## src/rtl/hex_ascii_streamer_pkg.sv

```systemverilog
// rtl/hex_ascii_streamer_pkg.sv - ASCII constants, FSM encoding and nibble formatter for hex_ascii_streamer
package hex_ascii_streamer_pkg;

    localparam logic [7:0] ASC_0  = 8'h30;
    localparam logic [7:0] ASC_X  = 8'h78;
    localparam logic [7:0] ASC_CR = 8'h0D;
    localparam logic [7:0] ASC_LF = 8'h0A;
    localparam logic [7:0] ASC_UA = 8'h41;
    localparam logic [7:0] ASC_LA = 8'h61;

    typedef enum logic [2:0] {
        ST_IDLE,
        ST_PFX0,
        ST_PFX1,
        ST_DIGIT,
        ST_CR,
        ST_LF
    } state_t;

    function automatic logic [7:0] nibble_to_ascii(input logic [3:0] nibble, input logic uppercase);
        if (nibble < 4'd10) begin
            return ASC_0 + {4'd0, nibble};
        end
        return (uppercase ? ASC_UA : ASC_LA) + {4'd0, nibble} - 8'd10;
    endfunction

endpackage

```

## src/rtl/hex_ascii_streamer.sv

```systemverilog
// rtl/hex_ascii_streamer.sv - formats one input word per handshake into an ASCII hex line byte stream
module hex_ascii_streamer #(
    parameter int DATA_WIDTH  = 16,
    parameter bit PREFIX_0X   = 1'b1,
    parameter bit UPPERCASE   = 1'b1,
    parameter bit APPEND_CRLF = 1'b1
) (
    input  logic                  clk,
    input  logic                  rst,
    output logic                  i_tready,
    input  logic                  i_tvalid,
    input  logic [DATA_WIDTH-1:0] i_tdata,
    input  logic                  o_tready,
    output logic                  o_tvalid,
    output logic [7:0]            o_tdata,
    output logic                  o_tlast
);
    import hex_ascii_streamer_pkg::*;

    localparam int N     = DATA_WIDTH / 4;
    localparam int CNT_W = (N > 1) ? $clog2(N) : 1;
    localparam int NSLOT = 1 << CNT_W;

    if ((DATA_WIDTH % 4) != 0 || DATA_WIDTH < 4 || DATA_WIDTH > 64) begin : g_bad_width
        $error("hex_ascii_streamer: DATA_WIDTH must be a multiple of 4 in 4..64");
    end

    state_t                r_state;
    state_t                w_next;
    logic [DATA_WIDTH-1:0] r_word;
    logic [CNT_W-1:0]      r_cnt;
    logic [3:0]            w_nibs [NSLOT];
    logic [3:0]            w_nibble;

    // Nibble table padded to a power of two so r_cnt indexes it at exact width.
    for (genvar g = 0; g < NSLOT; g++) begin : g_nib
        if (g < N) begin : g_real
            assign w_nibs[g] = r_word[4*g +: 4];
        end else begin : g_pad
            assign w_nibs[g] = 4'd0;
        end
    end

    assign w_nibble = w_nibs[r_cnt];

    always_ff @(posedge clk) begin
        if (rst) begin
            r_state <= ST_IDLE;
            r_word  <= '0;
            r_cnt   <= '0;
        end else begin
            r_state <= w_next;
            if (r_state == ST_IDLE && i_tvalid) begin
                r_word <= i_tdata;
                r_cnt  <= CNT_W'(N - 1);
            end else if (r_state == ST_DIGIT && o_tready) begin
                r_cnt <= r_cnt - CNT_W'(1);
            end
        end
    end

    // Outputs depend on state and captured word only; o_tready steers w_next alone.
    always_comb begin
        w_next   = r_state;
        i_tready = 1'b0;
        o_tvalid = 1'b1;
        o_tdata  = 8'h00;
        o_tlast  = 1'b0;
        case (r_state)
            ST_IDLE: begin
                i_tready = 1'b1;
                o_tvalid = 1'b0;
                if (i_tvalid) begin
                    w_next = PREFIX_0X ? ST_PFX0 : ST_DIGIT;
                end
            end
            ST_PFX0: begin
                o_tdata = ASC_0;
                if (o_tready) begin
                    w_next = ST_PFX1;
                end
            end
            ST_PFX1: begin
                o_tdata = ASC_X;
                if (o_tready) begin
                    w_next = ST_DIGIT;
                end
            end
            ST_DIGIT: begin
                o_tdata = nibble_to_ascii(w_nibble, UPPERCASE);
                o_tlast = !APPEND_CRLF && (r_cnt == '0);
                if (o_tready && r_cnt == '0) begin
                    w_next = APPEND_CRLF ? ST_CR : ST_IDLE;
                end
            end
            ST_CR: begin
                o_tdata = ASC_CR;
                if (o_tready) begin
                    w_next = ST_LF;
                end
            end
            ST_LF: begin
                o_tdata = ASC_LF;
                o_tlast = 1'b1;
                if (o_tready) begin
                    w_next = ST_IDLE;
                end
            end
            default: begin
                w_next   = ST_IDLE;
                o_tvalid = 1'b0;
            end
        endcase
    end

endmodule

```

## config.mk

```make
export PLATFORM = sky130hd
export DESIGN_NAME = hex_ascii_streamer
export DESIGN_NICKNAME = d
export VERILOG_FILES = /design/src/rtl/hex_ascii_streamer_pkg.sv /design/src/rtl/hex_ascii_streamer.sv
export SDC_FILE = /design/constraint.sdc
export NUM_CORES = 1
export LEC_CHECK = 0
export ABC_CLOCK_PERIOD_IN_PS = 5800
export CORE_UTILIZATION = 30
export CTS_CLUSTER_DIAMETER = 100
export DETAILED_ROUTE_END_ITERATION = 7
export HOLD_SLACK_MARGIN = 0.03
export SETUP_SLACK_MARGIN = 0.3
export SLEW_MARGIN = 5
export SYNTH_ARGS = -nofsm -noshare
export SYNTH_HDL_FRONTEND = slang
export SYNTH_SLANG_ARGS = --single-unit
```

## constraint.sdc

```tcl
create_clock -name clk -period 5.8 [get_ports clk]
set_input_delay 1.16 -clock clk [delete_from_list [all_inputs] [get_ports clk]]
set_output_delay 1.16 -clock clk [all_outputs]
set_load 0.01 [all_outputs]
```

; ---- After elaboration in Yosys (flattened, before gate mapping)
; Cells that the tools add are included.
[word_totals]
register_bits = 21
input_bits = 20
out_inout_bits = 11
elab_cells = 49
[classes]
addsub = 4
magnitude_cmp = 2
n_eq_ne = 11
n_mux = 20
n_bitwise = 1
n_reduce_logical = 8
[ops]
columns = operator, n
row1 = 8-bit case mux with 5 select lines, 1
row2 = 3-bit 2-to-1 mux, 6
row3 = 3-bit case mux with 6 select lines, 1
row4 = 8-bit 2-to-1 mux, 2
row5 = 2-bit != test (second input constant), 5
row6 = 7-bit by 4-bit adder with 8-bit output (first input constant), 1
row7 = 4-bit binary-select mux with 2-bit select, 1
row8 = 4-bit 2-to-1 mux, 2
row9 = 8-bit by 4-bit subtractor with 8-bit output (second input constant), 1
row10 = 6-bit by 4-bit adder with 7-bit output (first input constant), 1
row11 = 3-bit by 2-bit == test with 1-bit output (second input constant), 2
row12 = 3-bit == test (second input constant), 2
row13 = 6-bit AND reduction, 1
row14 = 1-bit 2-to-1 mux, 5
row15 = 5-bit OR reduction, 1
row16 = 4-bit less-than comparator (second input constant), 1
row17 = 2-bit 2-to-1 mux, 2
row18 = 3-bit by 1-bit == test with 1-bit output (second input constant), 1
row19 = 3-bit greater-or-equal comparator (second input constant), 1
row20 = 1-bit logical AND, 3
row21 = 3-bit logical NOT, 1
row22 = 2-bit inverter with 3-bit output, 1
row23 = 2-bit logical NOT, 1
row24 = 2-bit by 1-bit != test with 1-bit output (second input constant), 1
row25 = 2 further kinds, 2

; ---- Longest topological paths before layout
[depth]
depth_word = 9
ltp_mapped = 7
ltp_nobuf = 6

; ---- Worst setup path before layout
; OpenSTA, ideal clock, no wires.
[synth_timing]
kind = register -> output
startpoint = register r_cnt[0]
endpoint = output o_tdata[2]
arrival_ns = 1.637
path_slack_ns = 3.003
stages_incl_launch_ff = 8
path_buffers = 1
path_cell_list = dfxtp_1 buf_6 mux4_2 inv_1 ha_1 and4b_1 a21oi_1 o21ai_1
[synth_via]
elab_chain_len = 9
word_cells_on_any_way = 13
[synth_rtl]
columns = item, line_no
row1 = start: declaration, hex_ascii_streamer.sv:31  ; logic [CNT_W-1:0] r_cnt;
row2 = start signal: assignment, hex_ascii_streamer.sv:55  ; r_cnt <= CNT_W'(N - 1);
row3 = start signal: assignment, hex_ascii_streamer.sv:57  ; r_cnt <= r_cnt - CNT_W'(1);
row4 = 2-bit inverter with 3-bit output (not written as such) *, hex_ascii_streamer.sv:44  ; assign w_nibble = w_nibs[r_cnt];
row5 = 4-bit binary-select mux with 2-bit select *, hex_ascii_streamer.sv:44
row6 = 4-bit 2-to-1 mux (not written as such) * (2 in a row), hex_ascii_streamer.sv:44
row7 = branches (longest 3 deep; another with 7-bit by 4-bit adder with 8-bit output), n/a
row8 = 8-bit 2-to-1 mux *, hex_ascii_streamer_pkg.sv:24  ; return (uppercase ? ASC_UA : ASC_LA) + {4'd0, nibble} - 8'd10;
row9 = 8-bit case mux with 5 select lines *, hex_ascii_streamer.sv:69  ; case (r_state)
row10 = end: declaration, hex_ascii_streamer.sv:15  ; output logic [7:0] o_tdata,
; Mark *: on every way between the ends. The select of a mux whose other input is x is not followed.

; ---- Final worst setup path
[layout_timing]
startpoint = register r_cnt[0]
endpoint = output o_tdata[1]
; The elaborated chain is that of the path after synthesis.

==> impl_metrics.env <==
export IMPL_outcome="complete, no violations"
export IMPL_clk_pin_slew_worst_paths_ps=80
export IMPL_post_syn_area_per_cell_sq_um=7.89
export IMPL_first_global_vias=943
export IMPL_fmaxAchievable_mhz=271
export IMPL_cts_root_buf="sky130_fd_sc_hd__clkbuf_8"
export IMPL_num_antenna_cells=0
export IMPL_cts_hold_buf=0
export IMPL_clkPwrFrac_pct=27.7
export IMPL_hold_crit_path_type="flop to flop"
export IMPL_detailedRoute_firstPassIterationCount=4
export IMPL_grt_util_all_layers_pct=12.6
export IMPL_fin_hold_ws_ps=460
export IMPL_edff_count_synth=0
export IMPL_synth_simple_gate_area_share_pct=24.2
export IMPL_finalCritPeriodShare_pct=63.7
export IMPL_port_buffers=29
export IMPL_timing_critical_path_from_type="flop"
export IMPL_timing_critical_path_slowest_cell_delay_ps=620
export IMPL_area_growth_pct=30.7
export IMPL_num_vias=1006
export IMPL_cp_end_kind="output pin"
export IMPL_main_combinational_cell_family_by_area_after_synthesis="simple AND/OR/NAND/NOR gates"
export IMPL_finalNetCount=188
export IMPL_cts_tree="done"
export IMPL_mappedNetlistNets=164
export IMPL_synthXorXnorAreaFrac_pct=1.56
export IMPL_cp_arrival_ps=2530
export IMPL_syn_cell_area_sq_um=1120
export IMPL_setup_slack_ps=2110
export IMPL_gp_routability_congestion=0.785
export IMPL_synth_ff_latch_count=21
export IMPL_post_route_cells_drive_above_1_share_pct=6.67
export IMPL_rsz_0062_raised_after_global_routing="false"
export IMPL_cts_made_buffers=3
export IMPL_fraction_of_the_yosys_area_taken_by_sequential_cells_pct=37.5
export IMPL_timing_hold_violations_final=0
export IMPL_pwr_share_comb_pct=24.6
export IMPL_peak_fanout_along_the_critical_path=6
export IMPL_pin_count=31
export IMPL_initial_core_util_pct=32.5
export IMPL_gates_resized_cts_repair=0
export IMPL_max_slew_headroom_pct=51.4
export IMPL_power_report_internal_total_uw=249
export IMPL_worst_pin_slew_ps=727
export IMPL_leakage_nw=0.538
export IMPL_net_switching_power_uw=103
export IMPL_dieWidth_um=63.1
export IMPL_yosys_warns=0
export IMPL_synth_area_in_adders_pct=2.23
export IMPL_setup_violations=0
export IMPL_clock_network_latency_to_the_later_pin_of_the_worst_skew_pair_ps=260
export IMPL_remaining_global_route_overflow=0
export IMPL_design_die_area_sq_um=3980
export IMPL_routedWlPerCell_um=11.1
export IMPL_die_y_um=63.1
export IMPL_placed_area_sq_um=1420
export IMPL_drc_errors=0
export IMPL_final_core_util_pct=42.5
export IMPL_compound_cell_area_share_of_the_yosys_netlist_pct=18.1
export IMPL_placement_rows=21
export IMPL_detail_route_iter0_violations=60
export IMPL_first_pass_grt_wire_length_mm=4.06
export IMPL_final_setup_tns_ps=0
export IMPL_path_buf_inv=2
export IMPL_yosys_cell_types_count=35
export IMPL_critPathKind="flop to output pin"
export IMPL_grt_antenna_before_repair=0
export IMPL_preCtsSetupSlack_ps=2390
export IMPL_drt_total_wl_mm=2.35
export IMPL_ys_async_sr_fraction_pct=0
export IMPL_cts_path_max_buffers=2
export IMPL_critical_path_slowest_cell="sky130_fd_sc_hd__mux4_2"
export IMPL_cp_data_required_time_ps=4640
export IMPL_power_sequential_fraction_pct=47.7
export IMPL_pwr_density_cell_nw_per_um2=240
export IMPL_fin_worst_skew_ps=9.95
export IMPL_dp_hpwl_mm=1.80
export IMPL_final_max_slew_violation_count=0
export IMPL_htree_levels=1
export IMPL_clock_sinks=21
export IMPL_synth_mux_area_share_pct=9.27
export IMPL_vdd_ir_drop_worst_mv=0.0913
export IMPL_post_layout_min_period_ps=3690
export IMPL_drt_antenna_violating_nets=0
export IMPL_cpLargestDelayFamily="multiplexers"
export IMPL_grt_max_degree=22
export IMPL_maxCapViolCount=0
export IMPL_crit_chain="mux4_2 > inv_1 > ha_1 > a211oi_1 > or2_1 > clkdlybuf4s50_1"
export IMPL_synth_cells=142
export IMPL_fp_coreArea_sq_um=3440
export IMPL_ys_dominant_reg_cell="sky130_fd_sc_hd__dfxtp_1"
export IMPL_net_switching_share_of_the_total_power_pct=29.1
export IMPL_viasPerCell=4.77
export IMPL_cts_setup_buffers=0
export IMPL_stdcell_area_sq_um=1460
## metal layers
layer	routed length, um	GRT usage, %	vias to the layer above	part of all wire [%]
met4	8	4.94	0	0.34
li1	-	-	525	-
met2	1070	21.1	25	45
met5	0	0	-	0
met3	124	2.17	2	5.3
met1	1150	15.9	454	49
## cell type report
class                      instances  area, sq um
tap                               46         57.6
fill                             363         1980
multi-input combinational        105          624
clock buffer                       3         41.3
inverter                           6         22.5
timing repair buffer              29          290
clock inverter                     1         7.51
sequential                        21          420
## worst register-to-register path: stages, from the launching register on
cell and delay, ps:
sky130_fd_sc_hd__dfxtp_1 440, sky130_fd_sc_hd__nor3_2 310, sky130_fd_sc_hd__and2_1 540, sky130_fd_sc_hd__nand2_1 150
sky130_fd_sc_hd__a21oi_1 140
## stage by stage
| step | power, mW | instances |
|---|---|---|
| 2_1_floorplan | 0.225 | 142 |
| 3_3_place_gp | 0.255 | 207 |
| 3_5_place_dp | 0.258 | 207 |
| 4_1_cts | 0.355 | 211 |
| 5_1_grt | 0.371 | 211 |
| 6_report | 0.352 | 211 |
## state kept, by name, indices dropped and copies added (netlist names)
| signal | cells |
|---|---|
| r_cnt | 2 |
| r_word | 16 |
| r_state | 3 |
## worst paths after layout
kind | start | to | slack (ps) | depth (start not counted)
min reg2reg | r_word[4]$_SDFFE_PP0P_ | r_word[4]$_SDFFE_PP0P_ | 460 | 2
max reg2reg | r_state[1]$_SDFFE_PP0P_ | r_word[5]$_SDFFE_PP0P_ | 4160 | 4
min | r_word[4]$_SDFFE_PP0P_ | r_word[4]$_SDFFE_PP0P_ | 460 | 2
max | r_cnt[0]$_SDFFE_PP0P_ | o_tdata[1] | 2110 | 6
## placed cells by master (no fill, tap or decap), drive strengths merged
cell type	n
ha	2
or2	2
nand2b	1
o21bai	2
inv	6
mux4	4
nand3	1
clkinvlp	1
nand3b	1
and4b	1
nand2	38
nand4b	1
and2	2
conb	1
a21boi	1
nor2	5
mux2i	1
clkdlybuf4s50	29
o21ai	4
a211oi	1
a2111oi	1
o21ba	1
a21oi	26
nor2b	2
dfxtp	21
clkbuf	3
xnor2	2
nor3	5
## Yosys cell counts (3+ instances only)
library cell               count  area share (%)
sky130_fd_sc_hd__nor3_1        3             1.3
sky130_fd_sc_hd__clkbuf_1      5             1.7
sky130_fd_sc_hd__inv_1         6             2.0
sky130_fd_sc_hd__a21oi_1      26              12
sky130_fd_sc_hd__dfxtp_1      21              38
sky130_fd_sc_hd__nor2_1        5             1.7
sky130_fd_sc_hd__mux4_2        3             6.0
sky130_fd_sc_hd__nand2_1      38              13
## power groups by stage
stage               clock (mW)  combinational, mW  sequential (mW)
finish                  0.0976             0.0866            0.168
global route             0.104             0.0968            0.170
CTS                      0.100             0.0874            0.168
detailed placement           0             0.0871            0.171
global placement             0             0.0843            0.171
floorplan                    0             0.0609            0.164
## cell families after synthesis
logic type | count (synthesis)
and+or+nand+nor | 59
AOI/OAI and AO/OA | 36
DFF | 21
buffers and inverters | 16
muxes | 5
adders and majority gates | 2
xor gates and xnor gates | 2
other | 1
No activity file was read; power rests on OpenSTA's default activity.
